**src/rtl/sram_ctrl_pkg.sv**
```systemverilog
// sram_ctrl_pkg: shared state type and parameter helpers for the SRAM RW-port controller
package sram_ctrl_pkg;

    typedef enum logic {
        ST_INIT,
        ST_RUN
    } state_e;

    // Bits covered by one write-mask bit.
    function automatic int granule_w(input int data_w, input int mask_w);
        return data_w / mask_w;
    endfunction

    // The mask must split the word exactly, and the response FIFO needs room for at least two reads.
    function automatic bit params_ok(input int data_w, input int mask_w, input int resp_depth);
        return (data_w % mask_w == 0) && (resp_depth >= 2);
    endfunction

endpackage

```
**src/rtl/sram_ctrl_rsp_fifo.sv**
```systemverilog
// sram_ctrl_rsp_fifo: synchronous response FIFO holding captured SRAM read data
// Ports:
//   clock, reset  - clock and synchronous active-high reset (empties the FIFO)
//   push/push_data - enqueue one word
//   pop           - dequeue the head word
//   head          - current head word (stable until popped)
//   count         - number of stored words
module sram_ctrl_rsp_fifo #(
    parameter int DATA_W = 256,
    parameter int DEPTH  = 3,
    localparam int PTR_W = (DEPTH > 1) ? $clog2(DEPTH) : 1,
    localparam int CNT_W = $clog2(DEPTH + 1)
) (
    input  logic              clock,
    input  logic              reset,
    input  logic              push,
    input  logic [DATA_W-1:0] push_data,
    input  logic              pop,
    output logic [DATA_W-1:0] head,
    output logic [CNT_W-1:0]  count
);

    logic [DATA_W-1:0] mem_q [DEPTH];
    logic [PTR_W-1:0]  wr_q, wr_d, rd_q, rd_d;
    logic [CNT_W-1:0]  cnt_q, cnt_d;
    logic              do_push, do_pop;

    function automatic logic [PTR_W-1:0] ptr_inc(input logic [PTR_W-1:0] p);
        return (p == PTR_W'(DEPTH - 1)) ? '0 : p + PTR_W'(1);
    endfunction

    // A push into a full FIFO is only taken when the head leaves in the same cycle.
    always_comb begin
        do_pop  = pop && (cnt_q != '0);
        do_push = push && ((cnt_q != CNT_W'(DEPTH)) || do_pop);
        wr_d    = do_push ? ptr_inc(wr_q) : wr_q;
        rd_d    = do_pop ? ptr_inc(rd_q) : rd_q;
        cnt_d   = cnt_q + CNT_W'(do_push) - CNT_W'(do_pop);
    end

    always_ff @(posedge clock) begin
        if (reset) begin
            wr_q  <= '0;
            rd_q  <= '0;
            cnt_q <= '0;
        end else begin
            wr_q  <= wr_d;
            rd_q  <= rd_d;
            cnt_q <= cnt_d;
        end
    end

    always_ff @(posedge clock) begin
        if (do_push) mem_q[wr_q] <= push_data;
    end

    assign head  = mem_q[rd_q];
    assign count = cnt_q;

endmodule

```
**src/rtl/sram_rw_port_ctrl.sv**
```systemverilog
// sram_rw_port_ctrl: valid/ready request stream to single-port masked SRAM RW0 cycles
// Optional feature macro: SRAM_CTRL_ZERO_INIT_EN (zero-fill the whole array after reset).
// Ports:
//   clock, reset          - sole clock, synchronous active-high reset
//   req_valid/req_ready   - request handshake; req_we selects write (1) or read (0)
//   req_addr/wmask/wdata  - word address, per-granule write enable, write data
//   rsp_valid/rsp_ready   - read response handshake, rsp_rdata is the FIFO head
//   init_done             - controller accepts traffic
//   sram_*                - RW0 port of the macro; sram_clk mirrors clock
module sram_rw_port_ctrl
    import sram_ctrl_pkg::*;
#(
    parameter int ADDR_W     = 9,
    parameter int DATA_W     = 256,
    parameter int MASK_W     = 32,
    parameter int RESP_DEPTH = 3
) (
    input  logic              clock,
    input  logic              reset,
    input  logic              req_valid,
    output logic              req_ready,
    input  logic              req_we,
    input  logic [ADDR_W-1:0] req_addr,
    input  logic [MASK_W-1:0] req_wmask,
    input  logic [DATA_W-1:0] req_wdata,
    output logic              rsp_valid,
    input  logic              rsp_ready,
    output logic [DATA_W-1:0] rsp_rdata,
    output logic              init_done,
    output logic              sram_clk,
    output logic [ADDR_W-1:0] sram_addr,
    output logic              sram_en,
    output logic              sram_wmode,
    output logic [MASK_W-1:0] sram_wmask,
    output logic [DATA_W-1:0] sram_wdata,
    input  logic [DATA_W-1:0] sram_rdata
);

    localparam int CNT_W = $clog2(RESP_DEPTH + 1);

    if (!params_ok(DATA_W, MASK_W, RESP_DEPTH)) begin : g_param_check
        $error("sram_rw_port_ctrl: DATA_W must be a multiple of MASK_W and RESP_DEPTH >= 2");
    end

    state_e           state_q, state_d;
    logic             inflight_q, inflight_d;
    logic [CNT_W-1:0] fifo_cnt;
    logic             run, rd_credit, accept;

`ifdef SRAM_CTRL_ZERO_INIT_EN
    logic [ADDR_W-1:0] sweep_q, sweep_d;
    logic              sweep;
`endif

    assign sram_clk = clock;

    // Read credit counts the word still inside the macro, so the FIFO can never overflow
    // and req_ready never depends on rsp_ready.
    always_comb begin
        run        = (state_q == ST_RUN) && !reset;
        rd_credit  = (int'(fifo_cnt) + int'(inflight_q)) < RESP_DEPTH;
        req_ready  = run && (req_we || rd_credit);
        accept     = req_valid && req_ready;
        inflight_d = accept && !req_we;
        init_done  = run;
        sram_en    = accept;
        sram_wmode = accept && req_we;
        sram_addr  = accept ? req_addr : '0;
        sram_wmask = accept ? req_wmask : '0;
        sram_wdata = accept ? req_wdata : '0;
`ifdef SRAM_CTRL_ZERO_INIT_EN
        sweep   = (state_q == ST_INIT) && !reset;
        sweep_d = sweep ? sweep_q + ADDR_W'(1) : sweep_q;
        state_d = (sweep && (&sweep_q)) ? ST_RUN : state_q;
        if (sweep) begin
            sram_en    = 1'b1;
            sram_wmode = 1'b1;
            sram_addr  = sweep_q;
            sram_wmask = '1;
            sram_wdata = '0;
        end
`else
        state_d = ST_RUN;
`endif
    end

    always_ff @(posedge clock) begin
        if (reset) begin
            state_q    <= ST_INIT;
            inflight_q <= 1'b0;
        end else begin
            state_q    <= state_d;
            inflight_q <= inflight_d;
        end
    end

`ifdef SRAM_CTRL_ZERO_INIT_EN
    always_ff @(posedge clock) begin
        if (reset) sweep_q <= '0;
        else sweep_q <= sweep_d;
    end
`endif

    // The macro output tracks the array, so read data is captured the cycle after the read
    // is issued, before any following write can change it.
    sram_ctrl_rsp_fifo #(
        .DATA_W (DATA_W),
        .DEPTH  (RESP_DEPTH)
    ) u_rsp_fifo (
        .clock     (clock),
        .reset     (reset),
        .push      (inflight_q),
        .push_data (sram_rdata),
        .pop       (rsp_valid && rsp_ready),
        .head      (rsp_rdata),
        .count     (fifo_cnt)
    );

    assign rsp_valid = fifo_cnt != '0;

endmodule
```
**config.mk**
```make
export PLATFORM = sky130hd
export DESIGN_NAME = sram_rw_port_ctrl
export DESIGN_NICKNAME = d
export VERILOG_FILES = /design/src/rtl/sram_ctrl_pkg.sv /design/src/rtl/sram_ctrl_rsp_fifo.sv /design/src/rtl/sram_rw_port_ctrl.sv
export SDC_FILE = /design/constraint.sdc
export NUM_CORES = 1
export LEC_CHECK = 0
export ABC_AREA = 0
export BUFFER_PORTS_ARGS = -buffer_cell sky130_fd_sc_hd__buf_2
export CORE_AREA = 3 3 440 442
export CTS_BUF_LIST = sky130_fd_sc_hd__clkbuf_4 sky130_fd_sc_hd__clkbuf_8 sky130_fd_sc_hd__clkbuf_16
export DETAILED_ROUTE_END_ITERATION = 16
export DIE_AREA = 0 0 443 445
export PLACE_DENSITY = 0.44
export SLEW_MARGIN = 20
export SYNTH_ARGS = -nofsm -noshare
export SYNTH_HDL_FRONTEND = slang
export SYNTH_SLANG_ARGS = --single-unit
export TNS_END_PERCENT = 10
```
**constraint.sdc**
```tcl
create_clock -name clock -period 26.9 [get_ports clock]
set_clock_uncertainty 0.2 [all_clocks]
set_input_delay 5.38 -clock clock [delete_from_list [all_inputs] [get_ports clock]]
set_output_delay 5.38 -clock clock [all_outputs]
set_load 0.02 [all_outputs]
```
==> run metrics, run 1 <==
failing step=global routing; top-area cell type share of the netlist area=73.8%; most common cell in the netlist=edfxtp_1; top post-synthesis cells by area=edfxtp_1 74%, mux2i_1 8.2%, and3_1 6.0%; Port Buf Inserts=1,116; pin count of the biggest net entering global routing=210; Post-synth top cells=768 x edfxtp_1, 298 x and3_1, 258 x nand2_1, 257 x mux2i_1, 241 x o21ai_1; outcome=aborted with a tool error; row count=between 150 and 200; Top-Level Pins=~1,100; tool error=[ERROR GRT-0116] Global routing finished with congestion. Check the congestion regions in the DRC Viewer.; Yosys reg bits=a little under 800; gpl congestion=approximately 1.5; post_cts resized=0; Die Height=~450 µm; Syn Nets=approximately 2,600; cell taking the most area after synthesis=edfxtp_1; dpl hpwl=695,000 µm; sequential area share after synthesis=74.5%; setup bufs post-CTS=0; post-synthesis average cell area=about 15 µm²; Cells after Synth=roughly 2,000; Placed Instances=around 5,600; vias in the first global route=~56,000; Yosys Warn Count=0; commonest register cell after synthesis=edfxtp_1; first-pass GRT wire length=around 1,100,000 µm; synthesized area=31,200 µm²; Synth cell types=30; Congestion Overflow GR=1,812; die width=443 µm; Post-synth EDFFs=around 770; hold_buf cts=0; Async S/R FF share, synth=0%; GRT Util Overall=85.9%; starting density of the core=about 16%
cell families after synthesis:
group	after synthesis	synth area share, %
AND/OR/NAND/NOR	572	9.43
AO/OA/AOI/OAI	264	4.26
adder cells (fa/ha/maj)	4	0.160
flip-flops	778	74.5
buffers and inverters	161	3.42
XOR/XNOR	1	0.0280
multiplexers	257	8.23
routing by layer:
| layer | GRT overflow | global-route usage [%] |
|---|---|---|
| met5 | 21 | 50.9 |
| met4 | 462 | 89.1 |
| met3 | 182 | 76.3 |
| met2 | 957 | 97.4 |
| met1 | 190 | 84.1 |
through the flow:
step | cell area (µm²) | setup slack (ns) | hold slack (ns)
floorplan | 31200 | 1.49 | 0.243
global placement | 39200 | 7.73 | 0.951
CTS | 44100 | 7.43 | 0.870
detailed placement | 40500 | 7.73 | 0.860
==> run 2: changes to the inputs <==
CTS_BUF_LIST = unset   (was sky130_fd_sc_hd__clkbuf_4 sky130_fd_sc_hd__clkbuf_8 sky130_fd_sc_hd__clkbuf_16)
PLACE_DENSITY = unset   (was 0.44)
PLACE_DENSITY_LB_ADDON = 0.15   (was unset)
clock period = 35 ns   (was 26.9 ns; I/O delays follow)
==> run 2 against run 1 <==
Effect of this change:
- the flow now finishes without violations
- area after synthesis did not move
- synthesized cell count did not move
==> run metrics, run 2 <==
setup bufs post-CTS=0 (unchanged); GRT Util Overall=19.1%; Worst setup EP type=output pin; P_int=between 1500 and 2000 µW; Core ar.=roughly 190,000 µm²; post_cts resized=0 (unchanged); FF-to-FF Start=u_rsp_fifo.count[1]; sequential area share after synthesis=74.5% (unchanged); top-area cell type share of the netlist area=73.8% (unchanged); Vias=~23,000; Area Overhead vs Synth=37.0%; post-synthesis average cell area=15.3 µm² (unchanged); DP Worst Slack=10.16 ns (+2.43 ns); reg2reg path depth=6; worst-path fanout max=2; cell area power density=around 57 nW/µm²; Final Hold Vio Count=0; Port Buf Inserts=1,116 (unchanged); synthesized area=31,200 µm² (unchanged); Routed Antenna Nets=0; Yosys reg bits=778 (unchanged); pin count of the biggest net entering global routing=206; Worst Setup EP=sram_clk; total wire length=~200,000 µm; first-pass GRT wire length=around 240,000 µm; max_cap viols=0; RSZ-0062 raised after global routing=no; hold_buf cts=0 (unchanged); Syn Nets=2,599 (unchanged); dpl hpwl=150,000 µm (-78%); Async S/R FF share, synth=0% (unchanged); row count=160 (unchanged); top post-synthesis cells by area=edfxtp_1 74%, mux2i_1 8.2%, and3_1 6.0%; peak supply drop=~0.034 mV; Clk pwr share=just under 40%; Comb pwr share=about 18%; vias in the first global route=22,100; most common cell in the netlist=edfxtp_1; Die ar.=~200,000 µm²; Layout fillers=20,500; Top-Level Pins=1,117 (unchanged); CP Launch Type=clock port; commonest non-fill, non-tap cell in the layout=buf_2; endpoints failing setup=0; Switching Share=between 20 and 30%; fin nets=between 3,000 and 4,000; starting density of the core=16.4% (unchanged); CP Class=clk2out; switching pwr=just over 700 µW; Routed WL per cell=between 30 and 40 µm; Reg with most FFs=u_rsp_fifo.mem_q; worst setup path startpoint=clock; initial antenna violation count=approximately 190; Static Leak=around 0.016 µW; via/cell ratio=~3.8; Post-synth top cells=768 x edfxtp_1, 298 x and3_1, 258 x nand2_1, 257 x mux2i_1, 241 x o21ai_1; Clock Latency Late Sink=roughly 0.8 ns; share of layout cells above drive strength 1=about two fifths; CTS tree=done; Worst-Margin Slew=around 1.1 ns; Slew headroom=26.0%; sequential power share=42.5%; max FFs per register=~770; cell taking the most area after synthesis=edfxtp_1; Congestion Overflow GR=0; commonest non-fill, non-tap cells in the layout=1,115 x buf_2, 768 x edfxtp_1, 298 x and3_1; drt first pass iters=5; Fin Setup TNS=0 ns; Clock Pin Slew Worst Setup and Hold Paths=about 0.05 ns; Post-synth EDFFs=768 (unchanged); commonest register cell after synthesis=edfxtp_1; outcome=complete, no violations; CP arrival=approximately 18 ns; RR Endpoint=u_rsp_fifo.mem_q[0][41]; Worst Path Required=between 20 and 30 ns; Cells after Synth=2,037 (unchanged); worst min path class=reg2reg; max-slew violations=0; DR DRC count=0; DR iter-0 viols=roughly 1,600; Die Height=445 µm (unchanged); die width=443 µm (unchanged); Worst R2R Setup Slack=between 30 and 40 ns; Synth cell types=30 (unchanged); Yosys Warn Count=0 (unchanged); Final Worst Setup Slack=approximately 9.9 ns; gpl congestion=1.10 (-26%)
-- run 2: cell counts after synthesis --
Identical to the previous run, type by type.
-- run 2: layout make-up --
| type | count | area, µm² | share of cell area [%] |
|---|---|---|---|
| Antenna cell | 217 | 543 | 1.27 |
| Clock buffer | 127 | 2520 | 5.88 |
| Clock inverter | 43 | 538 | 1.26 |
| Inverter | 8 | 45.0 | 0.105 |
| Multi-Input combinational cell | 1098 | 6910 | 16.2 |
| Sequential cell | 778 | 23300 | 54.4 |
| Tap cell | 2511 | 3140 | 7.34 |
| Timing Repair Buffer | 1139 | 5820 | 13.6 |
-- run 2: layer usage --
layer  routed length (µm)  vias to the layer above  global-route usage [%]  share of wire [%]
met5                  339                        -                       0               0.17
met4                19300                       50                    17.4                9.9
met2               111000                      997                    37.9                 57
met3                12900                      501                    5.93                6.6
li1                     -                    10100                       -                  -
met1                51100                    10900                    14.0                 26
-- run 2: worst min-delay path by stage --
| stage | start | end | slack, ns | cells after the start |
|---|---|---|---|---|
| global route | u_rsp_fifo.rd_q[0] | register | 0.30 | 2 |
| CTS | u_rsp_fifo.rd_q[0] | register | 0.28 | 2 |
| finish | u_rsp_fifo.rd_q[0] | register | 0.27 | 2 |
| floorplan | u_rsp_fifo.rd_q[0] | register | 0.24 | 2 |
| detailed placement | u_rsp_fifo.rd_q[0] | register | 0.26 | 2 |
| global placement | u_rsp_fifo.rd_q[0] | register | 0.29 | 2 |
-- run 2: cell families after synthesis --
group,after synthesis,share of synthesized area [%]
simple gates,572,9.43
mux,257,8.23
flops,778,74.5
buf+inv,161,3.42
fa+ha+maj,4,0.160
compound gates,264,4.26
xor+xnor,1,0.0280
-- run 2: worst max-delay path, stage by stage --
cell       delay (ns)
clkbuf_16        0.12
clkbuf_16        0.13
buf_2            0.15
-- run 2: stage by stage --
step	total power, µW	area (µm²)	hold WS (ns)	utilization (%)	std cells
floorplan	1310	31200	0.243	-	2037
global placement	1520	39200	0.285	20.6	5535
detailed placement	1520	39200	0.264	20.6	5535
CTS	2510	42200	0.275	22.2	5704
global route	2560	42700	0.298	22.5	5894
finish	2460	42800	0.270	22.5	5921
-- run 2: power by group through the flow --
stage / logic (µW) / clock network (µW) / registers (µW)
after detailed placement: 453 / 2.67 / 1060
after global placement: 456 / 2.67 / 1060
after CTS: 454 / 1010 / 1040
final: 441 / 974 / 1040
after global routing: 466 / 1050 / 1040
after floorplan: 245 / 3.34 / 1060
Power figures use the tool's default switching activity.
